### src/rtl/md5_pre_stage_n.sv
// MD5 pre-addition stage: merges multi-lane byte injections into the owned message word and precomputes P = K + D + M.
// Optional padding mask on words 13..15 is enabled by defining MD5_PRE_PADMASK_EN.
module md5_pre_stage_n #(
    parameter int unsigned MSG_INDEX = 0,
    parameter logic [31:0] KONSTANT  = 32'h0,
    parameter int unsigned LANES     = 1
) (
    input  logic                 clk,
    input  logic                 rst_n,
    input  logic                 en,
    input  logic                 valid_in,
    input  logic [31:0]          d_in,
    input  logic [LANES-1:0]     lane_vld_in,
    input  logic [6*LANES-1:0]   offset_in,
    input  logic [8*LANES-1:0]   msbyte_in,
    input  logic                 load_in,
    input  logic [31:0]          load_word,
    output logic                 valid_out,
    output logic [LANES-1:0]     lane_vld_out,
    output logic [6*LANES-1:0]   offset_out,
    output logic [8*LANES-1:0]   msbyte_out,
    output logic [31:0]          p_out,
    output logic [31:0]          msg_out
);

    localparam int unsigned WORD_W = 32;
    localparam int unsigned OFF_W  = 6 * LANES;
    localparam int unsigned MB_W   = 8 * LANES;

    logic [WORD_W-1:0] msg_q, msg_d;
    logic [WORD_W-1:0] p_q, p_d;
    logic              valid_q, valid_d;
    logic [LANES-1:0]  lane_vld_q, lane_vld_d;
    logic [OFF_W-1:0]  offset_q, offset_d;
    logic [MB_W-1:0]   msbyte_q, msbyte_d;

    logic [WORD_W-1:0] base_c;
    logic [WORD_W-1:0] m_merge_c;
    logic [WORD_W-1:0] m_next_c;
    logic [LANES-1:0]  lane_hit_c;
    logic [WORD_W-1:0] csa_sum_c;
    logic [WORD_W-1:0] csa_cry_c;
    logic [WORD_W-1:0] p_next_c;

    // A lane hits when valid and its word field addresses this stage.
    always_comb begin
        lane_hit_c = '0;
        for (int unsigned l = 0; l < LANES; l++) begin
            lane_hit_c[l] = lane_vld_in[l] && (offset_in[6*l+2 +: 4] == 4'(MSG_INDEX));
        end
    end

    assign base_c = load_in ? load_word : msg_q;

    // Ascending lane order so the highest-numbered lane wins a shared byte.
    always_comb begin
        m_merge_c = base_c;
        for (int unsigned l = 0; l < LANES; l++) begin
            for (int unsigned b = 0; b < 4; b++) begin
                if (lane_hit_c[l] && (offset_in[6*l +: 2] == 2'(b))) begin
                    m_merge_c[8*b +: 8] = msbyte_in[8*l +: 8];
                end
            end
        end
    end

`ifdef MD5_PRE_PADMASK_EN
    // Words 13..15 carry padding/length fields with known-zero bits.
    always_comb begin
        m_next_c = m_merge_c;
        if (MSG_INDEX == 15) begin
            m_next_c = '0;
        end else if (MSG_INDEX == 14) begin
            m_next_c = {23'h0, m_merge_c[8:3], 3'h0};
        end else if (MSG_INDEX == 13) begin
            m_next_c = {m_merge_c[31:7], 7'h0};
        end
    end
`else
    assign m_next_c = m_merge_c;
`endif

    // 3:2 compressor then a single carry-propagate adder; top carry dropped.
    assign csa_sum_c = KONSTANT ^ d_in ^ m_next_c;
    assign csa_cry_c = {(KONSTANT[30:0] & d_in[30:0])
                      | (KONSTANT[30:0] & m_next_c[30:0])
                      | (d_in[30:0] & m_next_c[30:0]), 1'b0};
    assign p_next_c  = csa_sum_c + csa_cry_c;

    // Bubbles advance valid only; data registers keep their last beat.
    always_comb begin
        valid_d    = valid_q;
        msg_d      = msg_q;
        p_d        = p_q;
        lane_vld_d = lane_vld_q;
        offset_d   = offset_q;
        msbyte_d   = msbyte_q;
        if (en) begin
            valid_d = valid_in;
            if (valid_in) begin
                msg_d      = m_next_c;
                p_d        = p_next_c;
                lane_vld_d = lane_vld_in;
                offset_d   = offset_in;
                msbyte_d   = msbyte_in;
            end
        end
    end

    always_ff @(posedge clk or negedge rst_n) begin
        if (!rst_n) begin
            valid_q    <= 1'b0;
            msg_q      <= '0;
            p_q        <= '0;
            lane_vld_q <= '0;
            offset_q   <= '0;
            msbyte_q   <= '0;
        end else begin
            valid_q    <= valid_d;
            msg_q      <= msg_d;
            p_q        <= p_d;
            lane_vld_q <= lane_vld_d;
            offset_q   <= offset_d;
            msbyte_q   <= msbyte_d;
        end
    end

    assign valid_out    = valid_q;
    assign msg_out      = msg_q;
    assign p_out        = p_q;
    assign lane_vld_out = lane_vld_q;
    assign offset_out   = offset_q;
    assign msbyte_out   = msbyte_q;

endmodule

### config.mk
export PLATFORM = sky130hd
export DESIGN_NAME = md5_pre_stage_n
export DESIGN_NICKNAME = d
export VERILOG_FILES = /design/src/rtl/md5_pre_stage_n.sv
export SDC_FILE = /design/constraint.sdc
export NUM_CORES = 1
export LEC_CHECK = 0
export CELL_PAD_IN_SITES_DETAIL_PLACEMENT = 1
export CELL_PAD_IN_SITES_GLOBAL_PLACEMENT = 1
export CORE_MARGIN = 10
export CORE_UTILIZATION = 35
export DETAILED_ROUTE_END_ITERATION = 16
export PLACE_DENSITY_LB_ADDON = 0.1
export SETUP_SLACK_MARGIN = 0.2
export SLEW_MARGIN = 20
export SYNTH_ARGS = -nofsm -noshare
export SYNTH_HDL_FRONTEND = slang
export SYNTH_SLANG_ARGS = --single-unit
### constraint.sdc
create_clock -name clk -period 3.2 [get_ports clk]
set_clock_uncertainty 0.1 [all_clocks]
set_input_delay 0.48 -clock clk [delete_from_list [all_inputs] [get_ports clk]]
set_output_delay 0.48 -clock clk [all_outputs]
set_load 0.01 [all_outputs]
==> After elaboration in Yosys (flattened, before gate mapping) <==
Cells that the tools add are included.
{ "totals": {"register_bits": 80, "out_inout_bits": 80} }
{ "op_classes": {"add_sub_neg": 1, "eq_ne": 3, "muxes": 5, "bitwise_logic": 2, "n_reduce_logical": 8} }
{ "op_table": {"columns": ["cell", "n"], "rows": [
  ["$add 32x32->32", 1],
  ["$mux 32", 1],
  ["$mux 8", 4],
  ["$xor 32x32->32", 1],
  ["$and 31x31->31", 1],
  ["$logic_and 1x1->1", 5],
  ["$eq 2x2->1 const B", 2],
  ["$logic_not 4->1", 1],
  ["$eq 2x1->1 const B", 1],
  ["$logic_not 2->1", 1],
  ["$reduce_and 2->1", 1]
]} }

==> Logic depth before layout (Yosys ltp) <==
{ "depth": {"ltp_word": 6, "mapped_depth": 16, "mapped_depth_nobuf": 15} }

==> Worst setup path after synthesis <==
No wires, ideal clock.
{ "synth_path": {"path_kind": "in2reg", "from": "input port offset_in[5]", "to": "register p_q[21] (netlist: p_out[21])", "arrival_time_ps": 3536, "required_ps": 2966, "setup_slack_ps": -570, "stages": 16, "n_path_buf": 1, "path_cell_list": "nor4_2 > nand2_1 > nor3_2 > clkbuf_1 > nand2_1 > o21ai_1 > ha_1 > ha_1 > fa_1 > a21oi_1 > o211ai_1 > a21oi_2 > o21ai_2 > a31oi_2 > xor2_1 > o21ai_0"} }
{ "synth_via": {"elab_chain_cells": 6} }
{ "synth_rtl": {"columns": ["item", "line_no", "text"], "rows": [
  ["start: declaration", "14", "input logic [6*LANES-1:0] offset_in,"],
  ["$logic_not 4->1 (*)", "49", "lane_hit_c[l] = lane_vld_in[l] && (offset_in[6*l+2 +: 4] == 4'(MSG_INDEX));"],
  ["$logic_and 1x1->1 (*)", "49", null],
  ["$logic_and 1x1->1 (*)", "60", "if (lane_hit_c[l] && (offset_in[6*l +: 2] == 2'(b))) begin"],
  ["$mux 8 (*)", "60", null],
  ["via m_merge_c[1]", "38", "logic [WORD_W-1:0] m_merge_c;"],
  ["$xor 32x32->32 / $and 31x31->31 (equally long branches)", "84, 87", null],
  ["$add 32x32->32 (*)", "88", "assign p_next_c = csa_sum_c + csa_cry_c;"],
  ["end signal: assignment", "121", "p_q <= p_d;"],
  ["end: declaration", "31", "logic [WORD_W-1:0] p_q, p_d;"]
]} }
Mark *: on every way through the listed nets, which the timed path passes. The rest lies on a longest branch.
A chain may end at the register's enable or synchronous reset.

==> Final worst setup path <==
{ "layout_path": {"from": "input port offset_in[4]", "to": "register p_q[27] (netlist: p_out[27])"} }
Same word-level chain as after synthesis.

==> flow_summary.yaml <==
global_route:
  track_usage_pct: 26.5
  grt-ovfl-total: 0
  grt_pass1_vias: 7627
  grt_max_degree: 81
  antenna_found_initial: 1
  grt_pass1_wl_mm: 45.3
worst_setup_path:
  cp_max_fo: 8
  cp.required_ps: 3390
  critical_path.cell_chain: "buf_8 > nor4_4 > buf_4 > nand4b_1 > buf_6 > nor2_4 > a21oi_2 > buf_6 > ha_4 > ha_4 > nand3_4 > o211ai_1 > buf_4 > nand3_2 > a21oi_4 > o21ai_1 > or4_1 > nand4_1"
  critPathTopFamily: "simple AND/OR/NAND/NOR gates"
  cpPeakStageDelay_ps: 440
  crit_buf_inv: 5
  worstSetupStartpointType: "input port"
  cp.arrival_ps: 3960
  slowest_stage: "or4_1"
  worst-setup-path-type: "in -> reg"
  crit_path_end_kind: "flop"
sta:
  finalCriticalPeriod_ps: 3770
  drv_slew: 0
  fin_crit_sh_pct: 118
  clock.fmax_ghz: 0.265
  worst_pin_slew_ps: 719
  rsz0062_at_grt: "true"
  relSlewSlack_pct: 52.1
  setup_ws_ps: -570
  finalSetupTns_ps: -8920
  hold_viol_final: 0
  finalSetupViolCount: 25
cts:
  cts_root_buf: "clkbuf_16"
  clock_path_buffers: 2
  ctsHoldBuffers: 0
  clk_pin_slew_ps: 80
  cts_tree: "done"
  clock-sinks: 80
  h-tree-depth: 3
  clk_latency_ps: 370
  numCtsBuffers: 9
logic_synthesis:
  synth_top_family_by_area: "simple AND/OR/NAND/NOR gates"
  yosysSeqAreaShare_pct: 35.0
  synthMuxAreaShare_pct: 7.17
  synth-xor-area-share_pct: 3.37
  ys.warnings.count: 0
  synth_ff_type: "dfrtp_1"
  syn_nets: 833
  ys_ff_latch: 80
  synth_adder_area_share_pct: 13.7
  synth_edf_count: 0
  syn-cell-area_um2: 5720
  synth-async-reset-ratio_pct: 100
  synth_compound_area_share_pct: 17.6
  postSynthAreaPerCell_um2: 8.33
  synthCells: 687
  synth.distinct_cells: 55
  synthSimpleGateAreaFrac_pct: 20.5
outcome:
  outcome: "complete, but fails checks"
  violations: "setup timing"
die:
  floorplan.initialDensity_pct: 35.9
  coreArea_um2: 15900
  die_w_um: 148
  ioPinCount: 164
  rows: 46
  dieHeight_um: 148
  dieArea_um2: 21900
pwr:
  report.power.total_w: 0.00635
  leakagePower_nw: 4.71
  power.density_nw_per_um2: 600
  worst_ir_drop_vdd_uv: 272
place:
  dp_hpwl_mm: 19.5
  io_buffers: 163
  dpl_cell_area_um2: 8750
  place.gp.congestion: 0.899
  pre_cts_ws_ps: -1130
routing:
  wl_per_cell_um: 27.3
  firstDrtPassIters: 5
  drtIter0Drc: 365
  wirelength_mm: 33.7
  drcViolationCount: 0
  ant_nets: 0
  vias: 6969
  avgViaCountPerCell: 5.64
layout:
  post-route-cell-area_um2: 10600
  finish.net_count: 1159
  synthToLayoutAreaGrowth_pct: 84.9
  drive_above_1_share_pct: 35.3
  num-fill-cells: 1723
  final_core_util_pct: 66.4
run:
  cap_violations: 0
hold_path:
  worst_hold_path_type: "in -> async"
## cells in the mapped netlist, types with 3 or more instances
| cell type | n | area [um^2] |
|---|---|---|
| nand4_1 | 5 | 31.3 |
| buf_2 | 5 | 25.0 |
| a21o_1 | 6 | 45.0 |
| o21ai_0 | 46 | 230 |
| xnor2_1 | 12 | 105 |
| nor3_1 | 5 | 25.0 |
| or4_1 | 4 | 30.0 |
| buf_1 | 9 | 33.8 |
| mux2_2 | 8 | 90.1 |
| o211ai_1 | 5 | 37.5 |
| a31oi_1 | 5 | 31.3 |
| o21ai_1 | 6 | 30.0 |
| mux2i_1 | 32 | 320 |
| o21bai_1 | 6 | 45.0 |
| nand2_1 | 184 | 691 |
| nor2_1 | 43 | 161 |
| a221o_1 | 3 | 30.0 |
| and3_1 | 5 | 31.3 |
| dfrtp_1 | 80 | 2000 |
| o21a_1 | 3 | 22.5 |
| clkbuf_1 | 19 | 71.3 |
| ha_1 | 61 | 763 |
| a21oi_1 | 61 | 305 |
| xor2_1 | 10 | 87.6 |
| inv_1 | 6 | 22.5 |
| and2_1 | 4 | 25.0 |
| nand3_1 | 18 | 90.1 |
## metrics by stage
stage | hold slack, ps | std cells
after global routing | 106 | 1235
after global placement | 357 | 1164
after detailed placement | 362 | 1164
after CTS | 76.2 | 1223
after floorplan | 84.4 | 687
final | 64.3 | 1235
## kinds of logic (layout without fill, tap and decap cells)
logic type,Yosys count,count (layout)
AND/OR/NAND/NOR,279,280
AO/OA/AOI/OAI,165,165
flip-flops,80,80
adder cells (fa/ha/maj),62,62
multiplexers,40,40
buffers and inverters,39,369
XOR/XNOR,22,22
other,0,1
## sequential cells by signal, indices dropped and copies added, names as in the netlist
signal,count
msg_out,32
lane_vld_out,1
msbyte_out,8
offset_out,6
valid_out,1
p_out,32
## cell type report
cell class / count / area, um^2 / share of cell area (%)
antenna: 1 / 2.50 / 0.0237
clock buffer: 9 / 225 / 2.13
clock inverter: 7 / 110 / 1.04
inverter: 6 / 22.5 / 0.213
multi-input combinational: 569 / 4700 / 44.4
sequential: 80 / 2000 / 18.9
tap: 216 / 270 / 2.55
timing repair buffer: 347 / 3250 / 30.7
## layer usage
layer  GRT usage, %  wire length [um]
met1           29.0             12900
met5              0                 0
met2           46.8             17200
met4           12.5              1570
met3           6.96              2090
## where the power goes
group	internal (W)	switching, W
sequential	0.00126	0.000209
combinational	0.00182	0.00179
clock	0.000706	0.000555
## placed cells by master (no fill, tap or decap), types with 7 or more instances in the layout
master	count
dfrtp_1	80
ha_4	31
a21oi_1	30
xor2_1	7
o21ai_0	12
mux2_2	8
nand2_1	171
a21oi_4	12
nand2_4	7
a21oi_2	21
buf_6	41
buf_4	137
nor2_1	33
clkbuf_16	9
o21ai_4	9
xnor2_2	7
o21ai_1	26
ha_1	29
mux2i_1	32
clkdlybuf4s50_1	154
nand3_1	14
## path summary, 6_finish.rpt
path	start	slack (ps)	cells after the start	endpoint
min reg2reg	offset_out[4]	380	2	offset_out[4]
min in group clk	offset_in[4]	230	3	offset_out[4]
max reg2reg	msg_out[1]	-120	13	p_out[27]
max in group asynchronous	rst_n	2510	2	msg_out[27]
max	offset_in[4]	-570	18	p_out[27]
min	rst_n	60	2	p_out[12]
## timing repair
item | CTS | global route
setup endpoints to repair | 29 | 30
pin swaps | 48 | 33
buffers inserted | 41 | 9
gates resized for setup | 138 | 90
gates cloned | 2 | 2
Note: power is estimated with default switching activity, not from simulation.
==> edit: new RTL, config.mk and constraints unchanged <==
Reset style: synchronous (`rst_n`), changed in one clocked block.
--- a/src/rtl/md5_pre_stage_n.sv
+++ b/src/rtl/md5_pre_stage_n.sv
@@ -107,7 +107,7 @@
         end
     end
 
-    always_ff @(posedge clk or negedge rst_n) begin
+    always_ff @(posedge clk) begin
         if (!rst_n) begin
             valid_q    <= 1'b0;
             msg_q      <= '0;
Behaviour: differs if rst_n is asserted again (counterexample within 4 cycles, from zero or initial values and one cycle with rst_n low); with rst_n held inactive, the same outputs for 4 cycles.
==> edit against the unedited design <==
  * The run still ends with negative setup slack left
  * Combinational power shrank 44%
  * Sequential cell count is the same
  * Total power shrank 32%
  * Routed wire length grew 20%
  * Worst setup slack gained 110 ps
  * Synthesized area shrank 4.6%
  * Cell area grew 2.7%
  * Critical path depth grew 1
  * Count of clock-buffer cells in the layout grew 1
  * Critical path type unchanged
  * Critical endpoint is now p_out[25]
  * Highest routed layer unchanged
==> edit: results (changes against the unedited design) <==
initial DRC count: 662 (+81%)
fin worst setup slack: -460 ps (+111 ps)
HPWL Detailed: 19400 um (-0.57%)
YS warnings: 0 (unchanged)
critical path's largest stage delay: 450 ps
Worst-path clk slew: 80 ps (about the same)
Clock Path Buffers: 2 (unchanged)
Via density: 6.19 (+9.7%)
largest net degree at the start of global routing: 55 (-32%)
ys flop type: dfxtp_1
slowest CP cell: or4_1
Inserted Diodes: 0 (-1)
outcome: finished, violations left
TritonCTS Buffers: 9 (unchanged)
placed cells: 1179 (+1.3%)
WL final: 40300 um (+20%)
failing checks: negative setup slack
drt pass-1 iters: 5 (unchanged)
Peak supply drop: 0.302 mV (+11%)
initial antenna violation count: 0 (-1)
Total GRT Usage: 29.4% (+2.8 points)
Synth async-reset ratio: 0% (-100 points)
Finished Layout Cells: 1264 (+2.3%)
Synthesized Nets: 853 (+2.4%)
Cell variety after synth: 58 (+5.5%)
share of cells above drive strength 1: 41.2% (+6.0 points)
Port Buffers: 163 (unchanged)
dominant cells by area after synthesis: dfxtp_1 29%, ha_1 14%, nand2_1 12%, a21oi_1 9.3%, mux2i_1 6.4%
pre-CTS setup slack: -1100 ps (+26.6 ps)
Least-Margin Pin Slew: 793 ps (+74.1 ps)
critical path peak fanout: 7 (-1)
Worst Hold Class: in -> reg
syn_area_per_cell: 7.72 um2 (-7.3%)
Setup-failing EPs final: 24 (-4.0%)
global-route wire length before repair: 47300 um (+4.5%)
P_leak: 4.34 nW (-7.7%)
H-tree depth: 3 (unchanged)
top cells by count, synth: 173 x nand2_1, 101 x a21oi_1, 80 x dfxtp_1
Clk Latency, worst-skew pair: 370 ps (about the same)
CTS Root Cell: clkbuf_16
vias in the first global route: 7943 (+4.1%)
Seq/Total Area, Yosys: 29.3% (-5.6 points)
GP Congestion: 0.859 (-4.5%)
CP delay by family, top: simple AND/OR/NAND/NOR gates
## edit: layout make-up
class	instances	area, um2
well taps	211	264
multi-input cells	580	5250
repair buffers	367	3410
fillers	1601	4390
inverters	10	37.5
flip-flops and latches	80	1600
clock inverters	6	73.8
clock buffers	10	239
## edit: worst paths after layout
check	to	cells after the start	startpoint	slack, ps
setup / recovery	p_out[25]	19	offset_in[2]	-460
setup reg to reg	p_out[31]	13	msg_out[1]	-40
hold / removal	offset_out[4]	3	offset_in[4]	280
hold reg to reg	p_out[26]	2	p_out[26]	350
## edit: logic make-up after synthesis
kind of cell	share of synthesized area (%)
flops	29.3
mux	6.63
xor+xnor	4.01
simple gates	19.6
buf+inv	3.32
fa+ha+maj	14.4
compound gates	22.7
## edit: through the flow
step / hold WS [ps] / cell area (um2) / power [mW] / TNS (ps) / utilization (%)
after global routing: 297 / 10900 / 4.40 / -7510 / 71.2
after detailed placement: 346 / 8550 / 2.43 / -24010 / 56.0
final: 277 / 10900 / 4.32 / -5790 / 71.2
after floorplan: 370 / 5770 / 1.76 / -2730 / -
after CTS: 265 / 10200 / 3.86 / -872 / 66.8
after global placement: 337 / 8550 / 2.38 / -21340 / 56.0
## edit: layer usage
layer / vias up / wire length (um) / global-route usage [%]
li1: 3169 / - / -
met4: 0 / 3140 / 12.2
met2: 636 / 19400 / 52.9
met1: 3787 / 14200 / 32.7
met5: - / 0 / 0
met3: 234 / 3610 / 6.23
## edit: power breakdown
| part | leakage [nW] | internal (mW) | switching [mW] |
|---|---|---|---|
| clock | 0.154 | 0.638 | 0.548 |
| sequential | 0.653 | 1.06 | 0.0475 |
| combinational | 3.54 | 0.978 | 1.06 |
## edit: what timing repair did
item                       CTS  global route
cloned                       3             0
pin swaps                   95            64
gates resized for setup    238            78
setup endpoints to repair   29            26
buffers inserted            35            31
